[src/rtl/wb_write_arbiter.sv]
// rtl/wb_write_arbiter.sv - merges pipeline and long-latency writebacks onto one register-file port.
// Optional WB_ZERO_REG_FILTER_EN: suppresses writes to and Busy tracking of register 0.
module wb_write_arbiter #(
  parameter int DEPTH = 4
) (
  input  logic                     CLK_WbArb,
  input  logic                     RST_WbArb,
  input  logic                     Pipe_WE,
  input  logic [4:0]               Pipe_Rd,
  input  logic [31:0]              Pipe_Data,
  output logic                     Pipe_Stall,
  input  logic                     LL_Valid,
  input  logic [4:0]               LL_Rd,
  input  logic [31:0]              LL_Data,
  output logic                     LL_Ready,
  input  logic                     LL_Issue,
  input  logic [4:0]               LL_Issue_Rd,
  output logic [4:0]               A3,
  output logic [31:0]              WD3,
  output logic                     WE3,
  output logic [31:0]              Busy,
  output logic [$clog2(DEPTH):0]   Fifo_Count
);

  localparam int AW = $clog2(DEPTH);
  localparam logic [AW:0] FULL_CNT = DEPTH[AW:0];

  logic [4:0]    mem_rd_q   [DEPTH];
  logic [31:0]   mem_data_q [DEPTH];
  logic [AW-1:0] wr_ptr_q, wr_ptr_d;
  logic [AW-1:0] rd_ptr_q, rd_ptr_d;
  logic [AW:0]   count_q, count_d;
  logic [4:0]    a3_q, a3_d;
  logic [31:0]   wd3_q, wd3_d;
  logic          we3_q, we3_d;
  logic [31:0]   busy_q, busy_d;

  logic        full, empty, push, pop, pipe_sel, wr_en;
  logic [4:0]  head_rd, sel_rd;
  logic [31:0] head_data, sel_data, set_mask, clr_mask;

  always_comb begin
    full      = (count_q == FULL_CNT);
    empty     = (count_q == '0);
    push      = LL_Valid & ~full;
    // A full FIFO must drain ahead of the pipeline or LL results could starve forever.
    pipe_sel  = Pipe_WE & ~full;
    pop       = (Pipe_WE & full) | (~Pipe_WE & ~empty);
    head_rd   = mem_rd_q[rd_ptr_q];
    head_data = mem_data_q[rd_ptr_q];
    sel_rd    = pipe_sel ? Pipe_Rd : head_rd;
    sel_data  = pipe_sel ? Pipe_Data : head_data;
    clr_mask  = pop ? ({31'b0, 1'b1} << head_rd) : 32'b0;
`ifdef WB_ZERO_REG_FILTER_EN
    wr_en     = (pipe_sel | pop) & (sel_rd != 5'd0);
    set_mask  = (LL_Issue && LL_Issue_Rd != 5'd0) ? ({31'b0, 1'b1} << LL_Issue_Rd) : 32'b0;
`else
    wr_en     = pipe_sel | pop;
    set_mask  = LL_Issue ? ({31'b0, 1'b1} << LL_Issue_Rd) : 32'b0;
`endif
    // Set wins over clear so a re-issue to the same register is not lost.
    busy_d    = (busy_q & ~clr_mask) | set_mask;
    a3_d      = wr_en ? sel_rd : a3_q;
    wd3_d     = wr_en ? sel_data : wd3_q;
    we3_d     = wr_en;
    wr_ptr_d  = push ? wr_ptr_q + 1'b1 : wr_ptr_q;
    rd_ptr_d  = pop ? rd_ptr_q + 1'b1 : rd_ptr_q;
    count_d   = count_q;
    if (push && !pop)      count_d = count_q + 1'b1;
    else if (!push && pop) count_d = count_q - 1'b1;
  end

  always_ff @(posedge CLK_WbArb or negedge RST_WbArb) begin
    if (!RST_WbArb) begin
      wr_ptr_q <= '0;
      rd_ptr_q <= '0;
      count_q  <= '0;
      a3_q     <= '0;
      wd3_q    <= '0;
      we3_q    <= 1'b0;
      busy_q   <= '0;
    end else begin
      wr_ptr_q <= wr_ptr_d;
      rd_ptr_q <= rd_ptr_d;
      count_q  <= count_d;
      a3_q     <= a3_d;
      wd3_q    <= wd3_d;
      we3_q    <= we3_d;
      busy_q   <= busy_d;
    end
  end

  // Storage needs no reset: entries are only visible through count_q.
  always_ff @(posedge CLK_WbArb) begin
    if (push) begin
      mem_rd_q[wr_ptr_q]   <= LL_Rd;
      mem_data_q[wr_ptr_q] <= LL_Data;
    end
  end

  assign Pipe_Stall = Pipe_WE & full;
  assign LL_Ready   = ~full;
  assign A3         = a3_q;
  assign WD3        = wd3_q;
  assign WE3        = we3_q;
  assign Busy       = busy_q;
  assign Fifo_Count = count_q;

endmodule

[config.mk]
export PLATFORM = sky130hd
export DESIGN_NAME = wb_write_arbiter
export DESIGN_NICKNAME = d
export VERILOG_FILES = /design/src/rtl/wb_write_arbiter.sv
export SDC_FILE = /design/constraint.sdc
export NUM_CORES = 1
export LEC_CHECK = 0
export BUFFER_PORTS_ARGS = -buffer_cell sky130_fd_sc_hd__buf_2
export CORE_MARGIN = 2
export CORE_UTILIZATION = 25
export DETAILED_ROUTE_END_ITERATION = 10
export PLACE_DENSITY_LB_ADDON = 0.08
export SLEW_MARGIN = 40
export SYNTH_ARGS = -nofsm -noshare
export SYNTH_HDL_FRONTEND = slang
export SYNTH_SLANG_ARGS = --single-unit
[constraint.sdc]
create_clock -name CLK_WbArb -period 6 [get_ports CLK_WbArb]
set_clock_uncertainty 0.2 [all_clocks]
set_input_delay 0.6 -clock CLK_WbArb [delete_from_list [all_inputs] [get_ports CLK_WbArb]]
set_output_delay 0.6 -clock CLK_WbArb [all_outputs]
set_load 0.02 [all_outputs]
==> Word level (Yosys, flattened, before mapping) <==
Memories as Yosys holds them, arrays and structs flattened.
Index checks and enable logic that the tools add are counted.
{ "totals": {"regBits": 77, "mem_bits_rw": 148, "input_bits": 84, "out_inout_bits": 75, "elab_cells": 42, "n_memories": 2} }
{ "mem_list": {"columns": ["name", "depth", "word_bits", "read_ports", "rd_ports_with_merged_regs", "wr", "line", "rtl"], "rows": [
  ["mem_data_q", 4, 32, 1, 0, 1, "29", "logic [31:0] mem_data_q [DEPTH];"],
  ["mem_rd_q", 4, 5, 1, 0, 1, "28", "logic [4:0] mem_rd_q [DEPTH];"]
]} }
{ "op_classes": {"n_addsub": 4, "eq_ne": 1, "shifts": 2, "n_mux": 8, "bitwise": 12, "n_reduce_logical": 6} }
{ "op_table": {"columns": ["op", "count"], "rows": [
  ["32-bit 2-to-1 mux", 3],
  ["1-bit by 5-bit << shifter with 32-bit output, first input constant", 2],
  ["32-bit AND", 1],
  ["32-bit inverter", 1],
  ["32-bit OR", 1],
  ["3-bit 2-to-1 mux", 2],
  ["5-bit 2-to-1 mux", 1],
  ["2-bit by 1-bit adder with 2-bit output, second input constant", 2],
  ["1-bit AND", 4],
  ["3-bit by 1-bit adder with 3-bit output, second input constant", 1],
  ["3-bit equality test, second input constant", 1],
  ["3-bit logical NOT", 1],
  ["1-bit inverter", 3],
  ["3-bit by 1-bit subtractor with 3-bit output, second input constant", 1],
  ["1-bit logical AND", 2],
  ["1-bit logical NOT", 2],
  ["1-bit 2-to-1 mux", 2],
  ["1-bit OR", 2],
  ["2-bit nonzero test", 1]
]} }

==> Logic depth before layout (Yosys ltp) <==
{ "logic_depth": {"depth_word": 8, "ltp_mapped": 11, "ltp_nobuf": 10} }

==> Worst setup path before layout <==
OpenSTA, ideal clock, no wires.
{ "synth_timing": {"kind": "reg-to-reg", "from": "register count_q[0] (netlist: Fifo_Count[0])", "to": "memory mem_data_q[0][0] (enable)", "setup_time_ns": 0.398, "arrival_ns": 2.184, "required_ns": 5.402, "setup_slack_ns": 3.218, "path_stages_with_launch": 5, "n_path_buf": 1, "period_less_slack_ns": 2.782, "path_cell_list": "dfrtp_1 -> nor3b_2 -> inv_1 -> clkbuf_1 -> and3_1"} }
{ "synth_via": {"elab_chain_cells": 5} }
{ "synth_lines": {"columns": ["item", "line", "rtl"], "rows": [
  ["start, declared", "32", "logic [AW:0] count_q, count_d;"],
  ["start signal, assigned", "85", "count_q <= count_d;"],
  ["3-bit equality test", "43", "full = (count_q == FULL_CNT);"],
  ["1-bit inverter", null, null],
  ["net LL_Ready", "15", "output logic LL_Ready,"],
  ["1-bit AND", "45", "push = LL_Valid & ~full;"],
  ["1-bit 2-to-1 mux", "95", "if (push) begin"],
  ["1-bit 2-to-1 mux (not written as such)", "97", "mem_data_q[wr_ptr_q] <= LL_Data;"],
  ["end, declared", "29", null]
]} }
The timed path passes the listed nets, and every way through them passes these cells.

==> Worst setup path after layout <==
{ "layout_timing": {"from": "register count_q[1] (netlist: Fifo_Count[1])", "to": "register count_q[1] (netlist: Fifo_Count[1])"} }
{ "layout_via": {"elab_chain_cells": 7, "elab_cells_between_ends": 17, "cone_classes": "add/sub (2); eq/ne (1); mux (2); bitwise (6); reduce/logical (6)"} }
{ "layout_lines": {"columns": ["item", "line", "rtl"], "rows": [
  ["3-bit logical NOT", "44", "empty = (count_q == '0);"],
  ["1-bit inverter", "48", "pop = (Pipe_WE & full) | (~Pipe_WE & ~empty);"],
  ["1-bit AND", "48", null],
  ["1-bit OR", "48", null],
  ["1-bit logical NOT", "69", "if (push && !pop) count_d = count_q + 1'b1;"],
  ["1-bit logical AND", "69", null],
  ["3-bit 2-to-1 mux (*)", "69", null],
  ["net count_d[1]", "32", null]
]} }
The timed path passes the listed nets; every way through them passes the cells marked *. The select of a mux whose other input is x is not followed.
A chain may end at the register's enable or synchronous reset.

==> flow_metrics.py <==
metrics = {
    "status": {
        "outcome": "finished clean",
    },
    "die": {
        "die_area_mm2": 0.03671,
        "fp.dieW_um": 191.6,
        "die_h_um": 191.6,
        "io_pins": 159,
        "core-area_mm2": 0.03463,
        "initial_core_util": 0.2541,
        "row_count": 68,
    },
    "global_routing": {
        "grt_antenna_before_repair": 6,
        "grt_pass1_vias": 5557,
        "overflow": 0,
        "grt_usage": 0.1234,
        "grt_pass1_wl_um": 33610,
        "grt_max_degree": 47,
    },
    "run": {
        "maxCapViolCount": 0,
    },
    "sta": {
        "fmax_mhz": 313.6,
        "worst_pin_slew_ps": 812.6,
        "post-route-period-util": 0.5315,
        "hold_viol_final": 0,
        "rsz0062_at_grt": "false",
        "fin_crit_ps": 3189,
        "relSlewSlack": 0.4542,
        "tns_ps": 0,
        "setup_ws_ps": 2811,
        "final_max_slew_viol_count": 0,
        "setup_viol": 0,
    },
    "power": {
        "max-vdd-ir-drop_mv": 0.2372,
        "power.leakage_nw": 4.384,
        "power_mw": 6.049,
        "power_density_mw_per_mm2": 543.8,
    },
    "cells_and_area": {
        "area_growth_pct": 26.42,
        "fin_cells": 1168,
        "final_cell_mix": "157 x buf_2, 148 x edfxtp_1, 75 x dfrtp_1, 46 x inv_1, 37 x mux4_2",
        "nNetsFinal": 777,
        "register_area_mm2": 0.006376,
        "n_fill_cell": 3417,
        "mostFrequentLayoutCell": "buf_2",
        "final_util": 0.3212,
        "drive_gt1_frac": 0.3729,
        "multi_input_area_mm2": 0.002150,
    },
    "clock_tree": {
        "worst_setup_hold_path_clk_slew_ps": 60,
        "cts_max_level": 1,
        "cts.sinks": 225,
        "cts_resized": 0,
        "cts_tree": "yes",
        "cts_buffers": 27,
        "clock_latency_ps": 520,
        "clockRootBuffer": "clkbuf_16",
        "clockBufferDepth": 3,
    },
    "critical_path": {
        "crit_required_ps": 6210,
        "path_max_fanout": 38,
        "crit_top_cell": "inv_1",
        "critPathKind": "reg -> reg",
        "worst_setup_path_start_kind": "flip-flop",
        "slowest_stage": "dfrtp_1",
        "arrival_ps": 3390,
        "crit_path_max_incr_delay_ps": 490,
        "worstSetupEndpointType": "flip-flop",
        "path_cells": "nor3b_2, inv_1, nand2_4, inv_1, ha_1, inv_1, fa_1, mux2_2",
    },
    "hold_path": {
        "hp-class": "in -> reg",
    },
    "yosys": {
        "ys_ff_latch": 225,
        "syn-num-nets": 609,
        "synth_edf_count": 148,
        "synth_ff_type": "edfxtp_1",
        "avgSynthCellArea_um2": 16.95,
        "ys_seq_area_frac": 0.7241,
        "ys.warnings.count": 0,
        "ys_async_sr_fraction": 0.3422,
        "synthesis.area_mm2": 0.008798,
        "netlist_instances": 519,
        "ys_types": 42,
    },
    "routing": {
        "ant_nets": 0,
        "vias_per_cell": 4.581,
        "route.detailed.drc": 0,
        "wl_per_cell_um": 19.79,
        "dr.pass1.iters": 7,
        "routed-via-count": 5351,
        "drt_wl_total_um": 23120,
        "drt_iter0_drc": 291,
    },
    "placed_design": {
        "port_buffers": 158,
        "place_congestion": 0.7368,
        "placed_cells": 1112,
        "place_hpwl_um": 15030,
        "dp_worst_setup_slack_ps": 2784,
    },
}
power breakdown:
group / internal (mW) / leakage, nW / total (mW) / switching (mW)
Sequential: 2.14 / 2.28 / 2.40 / 0.258
Combinational: 0.762 / 1.65 / 2.00 / 1.24
Clock: 1.04 / 0.455 / 1.65 / 0.610
stage by stage:
step / hold WS (ps) / cell area (µm²)
final: 81.89 / 11120
after global routing: 55.98 / 11120
after CTS: 48.36 / 11110
after detailed placement: 292.8 / 10180
after floorplan: 104.4 / 8798
after global placement: 288.7 / 10110
logic make-up (layout without fill, tap and decap cells):
| kind of cell | after synthesis | after routing | share of synthesized area |
|---|---|---|---|
| AOI/OAI and AO/OA | 93 | 93 | 0.08632 |
| xor gates and xnor gates | 6 | 6 | 0.005973 |
| adders and majority gates | 6 | 6 | 0.009386 |
| buffers and inverters | 77 | 266 | 0.03527 |
| DFF | 225 | 225 | 0.7241 |
| muxes | 38 | 38 | 0.09599 |
| other | 0 | 5 | 0 |
| and+or+nand+nor | 74 | 74 | 0.04295 |
sequential cells by signal (all words and copies together), names as in the netlist:
name and flops:
mem_data_q 128, Busy 32, WD3 32, mem_rd_q 20
A3 5, Fifo_Count 3, rd_ptr_q 2, wr_ptr_q 2
WE3 1
layout make-up:
| type | instances | area share |
|---|---|---|
| sequential | 225 | 0.5732 |
| multi-input combinational | 217 | 0.1933 |
| timing repair buffer | 169 | 0.08256 |
| clock buffer | 42 | 0.07210 |
| tap | 455 | 0.05118 |
| inverter | 47 | 0.01586 |
| clock inverter | 8 | 0.01069 |
| antenna | 5 | 0.001125 |
path summary, 6_finish.rpt:
| path | endpoint | cells past startpoint | slack [ps] | start |
|---|---|---|---|---|
| min in group asynchronous | Busy[21] | 2 | 360 | RST_WbArb |
| worst min register to register | Busy[5] | 2 | 300 | Busy[5] |
| worst max-delay path | Fifo_Count[1] | 8 | 2810 | Fifo_Count[1] |
| worst max register to register | Fifo_Count[1] | 8 | 2810 | Fifo_Count[1] |
| worst min-delay path | WD3[20] | 3 | 80 | Pipe_Data[20] |
| max in group asynchronous | rd_ptr_q[0] | 3 | 4190 | RST_WbArb |
Yosys cell counts, types with 5 or more instances:
master / instances / share of area
a222oi_1: 36 / 0.041
buf_2: 5 / 0.0028
clkbuf_1: 22 / 0.0094
dfrtp_1: 77 / 0.22
edfxtp_1: 148 / 0.51
ha_1: 5 / 0.0071
inv_1: 46 / 0.020
mux4_2: 37 / 0.095
nand2_1: 33 / 0.014
nand2b_1: 7 / 0.0050
nand3_1: 5 / 0.0028
nor2_1: 8 / 0.0034
o21ai_0: 16 / 0.0091
o31ai_1: 21 / 0.018
o41ai_1: 8 / 0.0080
metal layers:
metal,up-vias,share of wire,track usage
li1,2402,-,-
met2,169,0.48,0.2123
met5,-,0.00056,0
met4,2,0.026,0.04053
met3,41,0.056,0.02668
met1,2737,0.43,0.1541
worst max-delay path, delay by kind of cell (launching register included):
| family | cells | cell delay, ps |
|---|---|---|
| AND/OR/NAND/NOR | 2 | 930 |
| multiplexers | 1 | 270 |
| flip-flops | 1 | 490 |
| adder cells (fa/ha/maj) | 2 | 660 |
| buffers and inverters | 3 | 530 |
repair_timing:
item / in CTS / in global routing
hold buffers: 1 / 0
endpoints found under the hold margin: 31 / 0
buffers inserted: 0 / 0
Note: power is estimated with default switching activity, not from simulation.
